File: src/rtl/vga_pkg.sv
// Shared VGA timing constants, raster bus type and test-pattern colour table.
package vga_pkg;
  localparam int CNT_W = 11;
  localparam int RGB_B = 12;

  localparam int H_ACTIVE_DEF = 800;
  localparam int H_FP_DEF     = 40;
  localparam int H_SYNC_DEF   = 128;
  localparam int H_BP_DEF     = 88;
  localparam int V_ACTIVE_DEF = 600;
  localparam int V_FP_DEF     = 1;
  localparam int V_SYNC_DEF   = 4;
  localparam int V_BP_DEF     = 23;
  localparam bit SYNC_POL_DEF = 1'b1;

  typedef struct packed {
    logic [CNT_W-1:0] hcount;
    logic [CNT_W-1:0] vcount;
    logic             hblnk;
    logic             vblnk;
    logic             hsync;
    logic             vsync;
  } vga_t;

  // Index 0 is the leftmost bar.
  localparam logic [7:0][RGB_B-1:0] BAR_RGB = {
    12'h000, 12'h00F, 12'hF00, 12'hF0F, 12'h0F0, 12'h0FF, 12'hFF0, 12'hFFF
  };
endpackage

File: src/rtl/vga_axis_counter.sv
// One raster axis: wrapping position counter with blank/sync decoded from the next count.
module vga_axis_counter
  import vga_pkg::*;
#(
  parameter int ACTIVE   = H_ACTIVE_DEF,
  parameter int FP       = H_FP_DEF,
  parameter int SYNC     = H_SYNC_DEF,
  parameter int BP       = H_BP_DEF,
  parameter bit SYNC_POL = SYNC_POL_DEF
) (
  input  logic             clk,
  input  logic             rst_n,
  input  logic             step_i,
  output logic [CNT_W-1:0] count_o,
  output logic             blank_o,
  output logic             sync_o,
  output logic             wrap_o
);
  localparam logic [CNT_W-1:0] LAST   = CNT_W'(ACTIVE + FP + SYNC + BP - 1);
  localparam logic [CNT_W-1:0] ACT    = CNT_W'(ACTIVE);
  localparam logic [CNT_W-1:0] SYNC_S = CNT_W'(ACTIVE + FP);
  localparam logic [CNT_W-1:0] SYNC_E = CNT_W'(ACTIVE + FP + SYNC);

  logic [CNT_W-1:0] count_q, count_d;
  logic             blank_q, blank_d;
  logic             sync_q, sync_d;

  // Combinational so the next axis can step on the same edge this one wraps.
  assign wrap_o = step_i && (count_q == LAST);

  always_comb begin
    count_d = count_q;
    if (step_i) count_d = (count_q == LAST) ? '0 : count_q + 1'b1;
    blank_d = (count_d >= ACT);
    sync_d  = ((count_d >= SYNC_S) && (count_d < SYNC_E)) ? SYNC_POL : ~SYNC_POL;
  end

  always_ff @(posedge clk or negedge rst_n) begin
    if (!rst_n) begin
      count_q <= '0;
      blank_q <= 1'b0;
      sync_q  <= ~SYNC_POL;
    end else begin
      count_q <= count_d;
      blank_q <= blank_d;
      sync_q  <= sync_d;
    end
  end

  assign count_o = count_q;
  assign blank_o = blank_q;
  assign sync_o  = sync_q;
endmodule

File: src/rtl/vga_timing_gen.sv
// Free-running VGA raster source with frame strobe/counter.
// VGA_TIMING_TEST_PATTERN_EN adds a registered 8-bar colour output rgb_o.
module vga_timing_gen
  import vga_pkg::*;
#(
  parameter int H_ACTIVE = H_ACTIVE_DEF,
  parameter int H_FP     = H_FP_DEF,
  parameter int H_SYNC   = H_SYNC_DEF,
  parameter int H_BP     = H_BP_DEF,
  parameter int V_ACTIVE = V_ACTIVE_DEF,
  parameter int V_FP     = V_FP_DEF,
  parameter int V_SYNC   = V_SYNC_DEF,
  parameter int V_BP     = V_BP_DEF,
  parameter bit SYNC_POL = SYNC_POL_DEF,
  parameter int FRAME_W  = 16
) (
  input  logic               clk,
  input  logic               rst_n,
  input  logic               en,
  output vga_t               vga_out,
  output logic               frame_start,
  output logic [FRAME_W-1:0] frame_cnt
`ifdef VGA_TIMING_TEST_PATTERN_EN
  ,
  output logic [RGB_B-1:0]   rgb_o
`endif
);
  logic [CNT_W-1:0] h_cnt, v_cnt;
  logic             h_blnk, v_blnk, h_sync, v_sync;
  logic             h_wrap, v_wrap, v_step;

  assign v_step = en & h_wrap;

  vga_axis_counter #(
    .ACTIVE(H_ACTIVE), .FP(H_FP), .SYNC(H_SYNC), .BP(H_BP), .SYNC_POL(SYNC_POL)
  ) u_h (
    .clk(clk), .rst_n(rst_n), .step_i(en),
    .count_o(h_cnt), .blank_o(h_blnk), .sync_o(h_sync), .wrap_o(h_wrap)
  );

  vga_axis_counter #(
    .ACTIVE(V_ACTIVE), .FP(V_FP), .SYNC(V_SYNC), .BP(V_BP), .SYNC_POL(SYNC_POL)
  ) u_v (
    .clk(clk), .rst_n(rst_n), .step_i(v_step),
    .count_o(v_cnt), .blank_o(v_blnk), .sync_o(v_sync), .wrap_o(v_wrap)
  );

  // v_wrap marks the edge on which the raster returns to (0,0).
  logic               frame_start_q, frame_start_d;
  logic [FRAME_W-1:0] frame_cnt_q, frame_cnt_d;

  always_comb begin
    frame_start_d = v_wrap;
    frame_cnt_d   = v_wrap ? frame_cnt_q + 1'b1 : frame_cnt_q;
  end

  always_ff @(posedge clk or negedge rst_n) begin
    if (!rst_n) begin
      frame_start_q <= 1'b0;
      frame_cnt_q   <= '0;
    end else begin
      frame_start_q <= frame_start_d;
      frame_cnt_q   <= frame_cnt_d;
    end
  end

  assign vga_out     = '{hcount: h_cnt, vcount: v_cnt, hblnk: h_blnk,
                         vblnk: v_blnk, hsync: h_sync, vsync: v_sync};
  assign frame_start = frame_start_q;
  assign frame_cnt   = frame_cnt_q;

`ifdef VGA_TIMING_TEST_PATTERN_EN
  localparam int               BAR_W   = (H_ACTIVE >= 8) ? H_ACTIVE / 8 : 1;
  localparam logic [CNT_W-1:0] BAR_W_C = CNT_W'(BAR_W);
  localparam logic [CNT_W-1:0] H_ACT_C = CNT_W'(H_ACTIVE);
  localparam logic [CNT_W-1:0] V_ACT_C = CNT_W'(V_ACTIVE);

  logic [CNT_W-1:0] h_nxt, v_nxt, bar;
  logic [RGB_B-1:0] rgb_q, rgb_d;

  // Colour is decoded from the next position so it lands with the counts.
  always_comb begin
    h_nxt = h_cnt;
    if (en) h_nxt = h_wrap ? '0 : h_cnt + 1'b1;
    v_nxt = v_cnt;
    if (v_step) v_nxt = v_wrap ? '0 : v_cnt + 1'b1;
    bar = h_nxt / BAR_W_C;
    if (bar > CNT_W'(7)) bar = CNT_W'(7);
    rgb_d = ((h_nxt >= H_ACT_C) || (v_nxt >= V_ACT_C)) ? '0 : BAR_RGB[bar[2:0]];
  end

  always_ff @(posedge clk or negedge rst_n) begin
    if (!rst_n) rgb_q <= '0;
    else        rgb_q <= rgb_d;
  end

  assign rgb_o = rgb_q;
`endif
endmodule

File: config.mk
export PLATFORM = sky130hd
export DESIGN_NAME = vga_timing_gen
export DESIGN_NICKNAME = d
export VERILOG_FILES = /design/src/rtl/vga_pkg.sv /design/src/rtl/vga_axis_counter.sv /design/src/rtl/vga_timing_gen.sv
export SDC_FILE = /design/constraint.sdc
export NUM_CORES = 1
export LEC_CHECK = 0
export ABC_CLOCK_PERIOD_IN_PS = 5500
export CAP_MARGIN = 10
export CORE_MARGIN = 4
export CORE_UTILIZATION = 54
export DETAILED_ROUTE_END_ITERATION = 8
export PLACE_DENSITY = 0.93
export SETUP_SLACK_MARGIN = 0.02
export SYNTH_ARGS = -nofsm -noshare
export SYNTH_HDL_FRONTEND = slang
export SYNTH_SLANG_ARGS = --single-unit
File: constraint.sdc
create_clock -name clk -period 5.5 [get_ports clk]
set_input_delay 1.375 -clock clk [delete_from_list [all_inputs] [get_ports clk]]
set_output_delay 1.375 -clock clk [all_outputs]
set_load 0.05 [all_outputs]
==> flow_metrics.py <==
metrics = {
    "place": {
        "dp_slack_ns": 1.80,
        "portBuffers": 45,
        "gp_congestion": 0.850,
        "placed_cells": 291,
        "dpl.hpwl_um": 3460,
    },
    "synthesis": {
        "synth_flop_cell": "dfrtp_1",
        "ys_types": 45,
        "ys_async_sr_fraction": 1.00,
        "synth_top_area_cell": "dfrtp_1",
        "syn_nets": 212,
        "syn-instance-count": 206,
        "ys_warn_count": 0,
        "yosysMostFrequentCell": "dfrtp_1",
        "synth_edf_count": 0,
        "synthTopCellsByArea": "dfrtp_1 (51%), xnor2_1 (7.4%), xor2_1 (4.5%)",
        "synth-seq-cells": 43,
        "ys_seq_area_frac": 0.506,
        "syn_area_sq_um": 2130,
        "syn_area_per_cell_sq_um": 10.3,
        "synth_top_cell_area_share": 0.506,
        "synth.top_cells.by_count": "dfrtp_1 (43), nand2_1 (21), xnor2_1 (18), inv_1 (15), nor2_1 (15)",
    },
    "layout": {
        "area_growth_pct": 25.5,
        "fin_nets": 256,
        "final_layout_size_suffix_gt1_frac": 0.0837,
        "fillers": 289,
        "diodes": 0,
        "seq_area_sq_um": 1080,
        "layout.cells.non_filler": 299,
        "post-route-util": 0.713,
        "multiInputGateArea_sq_um": 946,
    },
    "clock_tree": {
        "ctsResizeCount": 0,
        "cts_buffer_depth": 2,
        "cts_setup_buffers": 0,
        "hold_buffers": 0,
        "htree_num_levels": 2,
        "insertion_delay_ns": 0.30,
        "root_buffer": "clkbuf_8",
        "clk_pin_slew_worst_paths_ns": 0.08,
        "cts_sinks": 43,
        "cts-buffers-inserted": 5,
        "cts_tree": "yes",
    },
    "sta": {
        "post-route-period-util": 0.619,
        "setup_viol": 0,
        "rsz0062_at_grt": "no",
        "slew_violations": 0,
        "skew_ns": 0.00296,
        "final.min_clock_period_ns": 3.40,
        "worstMarginPinSlew_ns": 0.926,
        "relSlewSlack": 0.383,
        "hold_violations": 0,
        "finalWorstSetupSlack_ns": 2.10,
        "fin_tns_setup_ns": 0,
        "fmax_ghz": 0.294,
    },
    "grt": {
        "grt_pass1_vias": 1710,
        "grt.overflow.total": 0,
        "grt_max_degree": 44,
        "antenna_found_initial": 0,
        "met3_usage": 0.0568,
        "grt_util_met2": 0.327,
        "grt_use_met1": 0.241,
        "grt_pass1_wl_um": 7890,
        "grt.busiest_layer": "met2",
        "track_usage": 0.199,
    },
    "detailed_routing": {
        "vias": 1683,
        "ant_nets": 0,
        "drc_errors": 0,
        "wl_per_cell_um": 15.5,
        "drt_pass1_iterations": 4,
        "drt-initial-drc-count": 162,
        "vias_per_cell": 5.63,
        "routed_wl_um": 4630,
    },
    "setup_path": {
        "worstPathArrival_ns": 3.64,
        "cp_data_required_time_ns": 5.74,
        "critPathMaxFanout": 12,
        "critical_path.top_delay_family": "simple AND/OR/NAND/NOR gates",
        "crit_path_top_delay_cell": "clkdlybuf4s50_1",
        "path_cells": "clkdlybuf4s50_1 -> nand4_1 -> nor2_1 -> a21boi_2 -> nor4_1 -> o21ai_0 -> nand2b_1",
        "critical-path-max-stage-delay_ns": 0.66,
        "path_buf_inv": 1,
        "worstSetupPathType": "input port to flop",
        "worst_setup_path_end_kind": "flop",
        "crit_path_start_kind": "input port",
    },
    "floorplanning": {
        "dieArea_sq_um": 5010,
        "core_sq_um": 3740,
        "die_w_um": 70.8,
        "initial_core_util": 0.568,
        "die_y_um": 70.8,
        "io_pins": 46,
        "fp-row-count": 22,
    },
    "power_and_ir_drop": {
        "combPwrFrac": 0.260,
        "p_seq_frac": 0.482,
        "switchingPower_uw": 271,
        "intPower_uw": 496,
        "clock_power_share": 0.258,
        "ir_worst_vdd_mv": 0.271,
        "leakage_nw": 1.21,
        "switching_share": 0.353,
        "pwr_density_cell_nw_per_um2": 287,
        "finalPower_uw": 766,
    },
    "job": {
        "drv_cap": 0,
    },
    "worst_hold_path": {
        "hp-class": "flop to flop",
    },
    "outcome": {
        "status": "finished clean",
    },
}
==> stage by stage <==
| step | hold WS [ns] | instance area, sq um |
|---|---|---|
| 6_report | 0.501 | 2670 |
| 2_1_floorplan | 0.785 | 2130 |
| 3_5_place_dp | 0.495 | 2580 |
| 3_3_place_gp | 0.472 | 2580 |
| 4_1_cts | 0.508 | 2670 |
| 5_1_grt | 0.526 | 2670 |
==> placed cells by master, fill, tap and decap left out, types with 3 or more instances in the layout <==
| cell | instances |
|---|---|
| o21ai_0 | 3 |
| and3_1 | 5 |
| xor2_1 | 11 |
| nand2_1 | 21 |
| clkdlybuf4s50_1 | 44 |
| and4_1 | 3 |
| nor2_1 | 15 |
| clkbuf_8 | 5 |
| nand4_1 | 12 |
| nand3_1 | 10 |
| inv_1 | 15 |
| dfrtp_1 | 43 |
| ha_1 | 3 |
| xnor2_1 | 18 |
| nor3_1 | 4 |
| a31oi_1 | 4 |
==> layer usage <==
| metal | part of all wire | up-vias |
|---|---|---|
| met5 | 0 | - |
| met4 | 0.017 | 0 |
| met3 | 0.065 | 12 |
| met2 | 0.52 | 71 |
| met1 | 0.40 | 805 |
| li1 | - | 795 |
==> flip-flops by register name (all words and copies together), names as in the netlist <==
register and cells:
u_h.blank_o 1, u_h.count_o 11, u_h.sync_o 1, frame_start 1, u_v.count_o 11, frame_cnt 16
u_v.sync_o 1, u_v.blank_o 1
==> layout make-up <==
cell class,count,share of cell area
Multi-Input combinational cell,140,0.354
Clock buffer,6,0.0272
Timing Repair Buffer,45,0.167
Sequential cell,43,0.403
Inverter,15,0.0211
Clock inverter,2,0.00469
Tap cell,48,0.0225
==> cells by family after synthesis <==
kind of cell	synth area share
AO/OA/AOI/OAI	0.0594
XOR/XNOR	0.127
adder cells (fa/ha/maj)	0.0176
buffers and inverters	0.0494
flip-flops	0.506
multiplexers	0.0153
AND/OR/NAND/NOR	0.225
==> final timing paths <==
path	start	endpoint	slack [ns]	depth (start not counted)
setup reg to reg	u_h.count_o[0]	u_v.blank_o	2.73	8
min in group asynchronous	rst_n	frame_cnt[15]	1.21	1
setup / recovery	en	u_v.blank_o	2.10	7
hold reg to reg	frame_cnt[13]	frame_cnt[13]	0.50	1
hold / removal	frame_cnt[13]	frame_cnt[13]	0.50	1
max in group asynchronous	rst_n	frame_cnt[10]	3.72	1
==> power groups by stage <==
stage,sequential [mW],clock (mW),combinational [mW]
2_1_floorplan,0.450,0,0.0564
3_3_place_gp,0.374,0,0.199
3_5_place_dp,0.374,0,0.201
4_1_cts,0.369,0.202,0.202
5_1_grt,0.375,0.214,0.215
6_report,0.369,0.198,0.199
(Power assumes the default switching activity.)
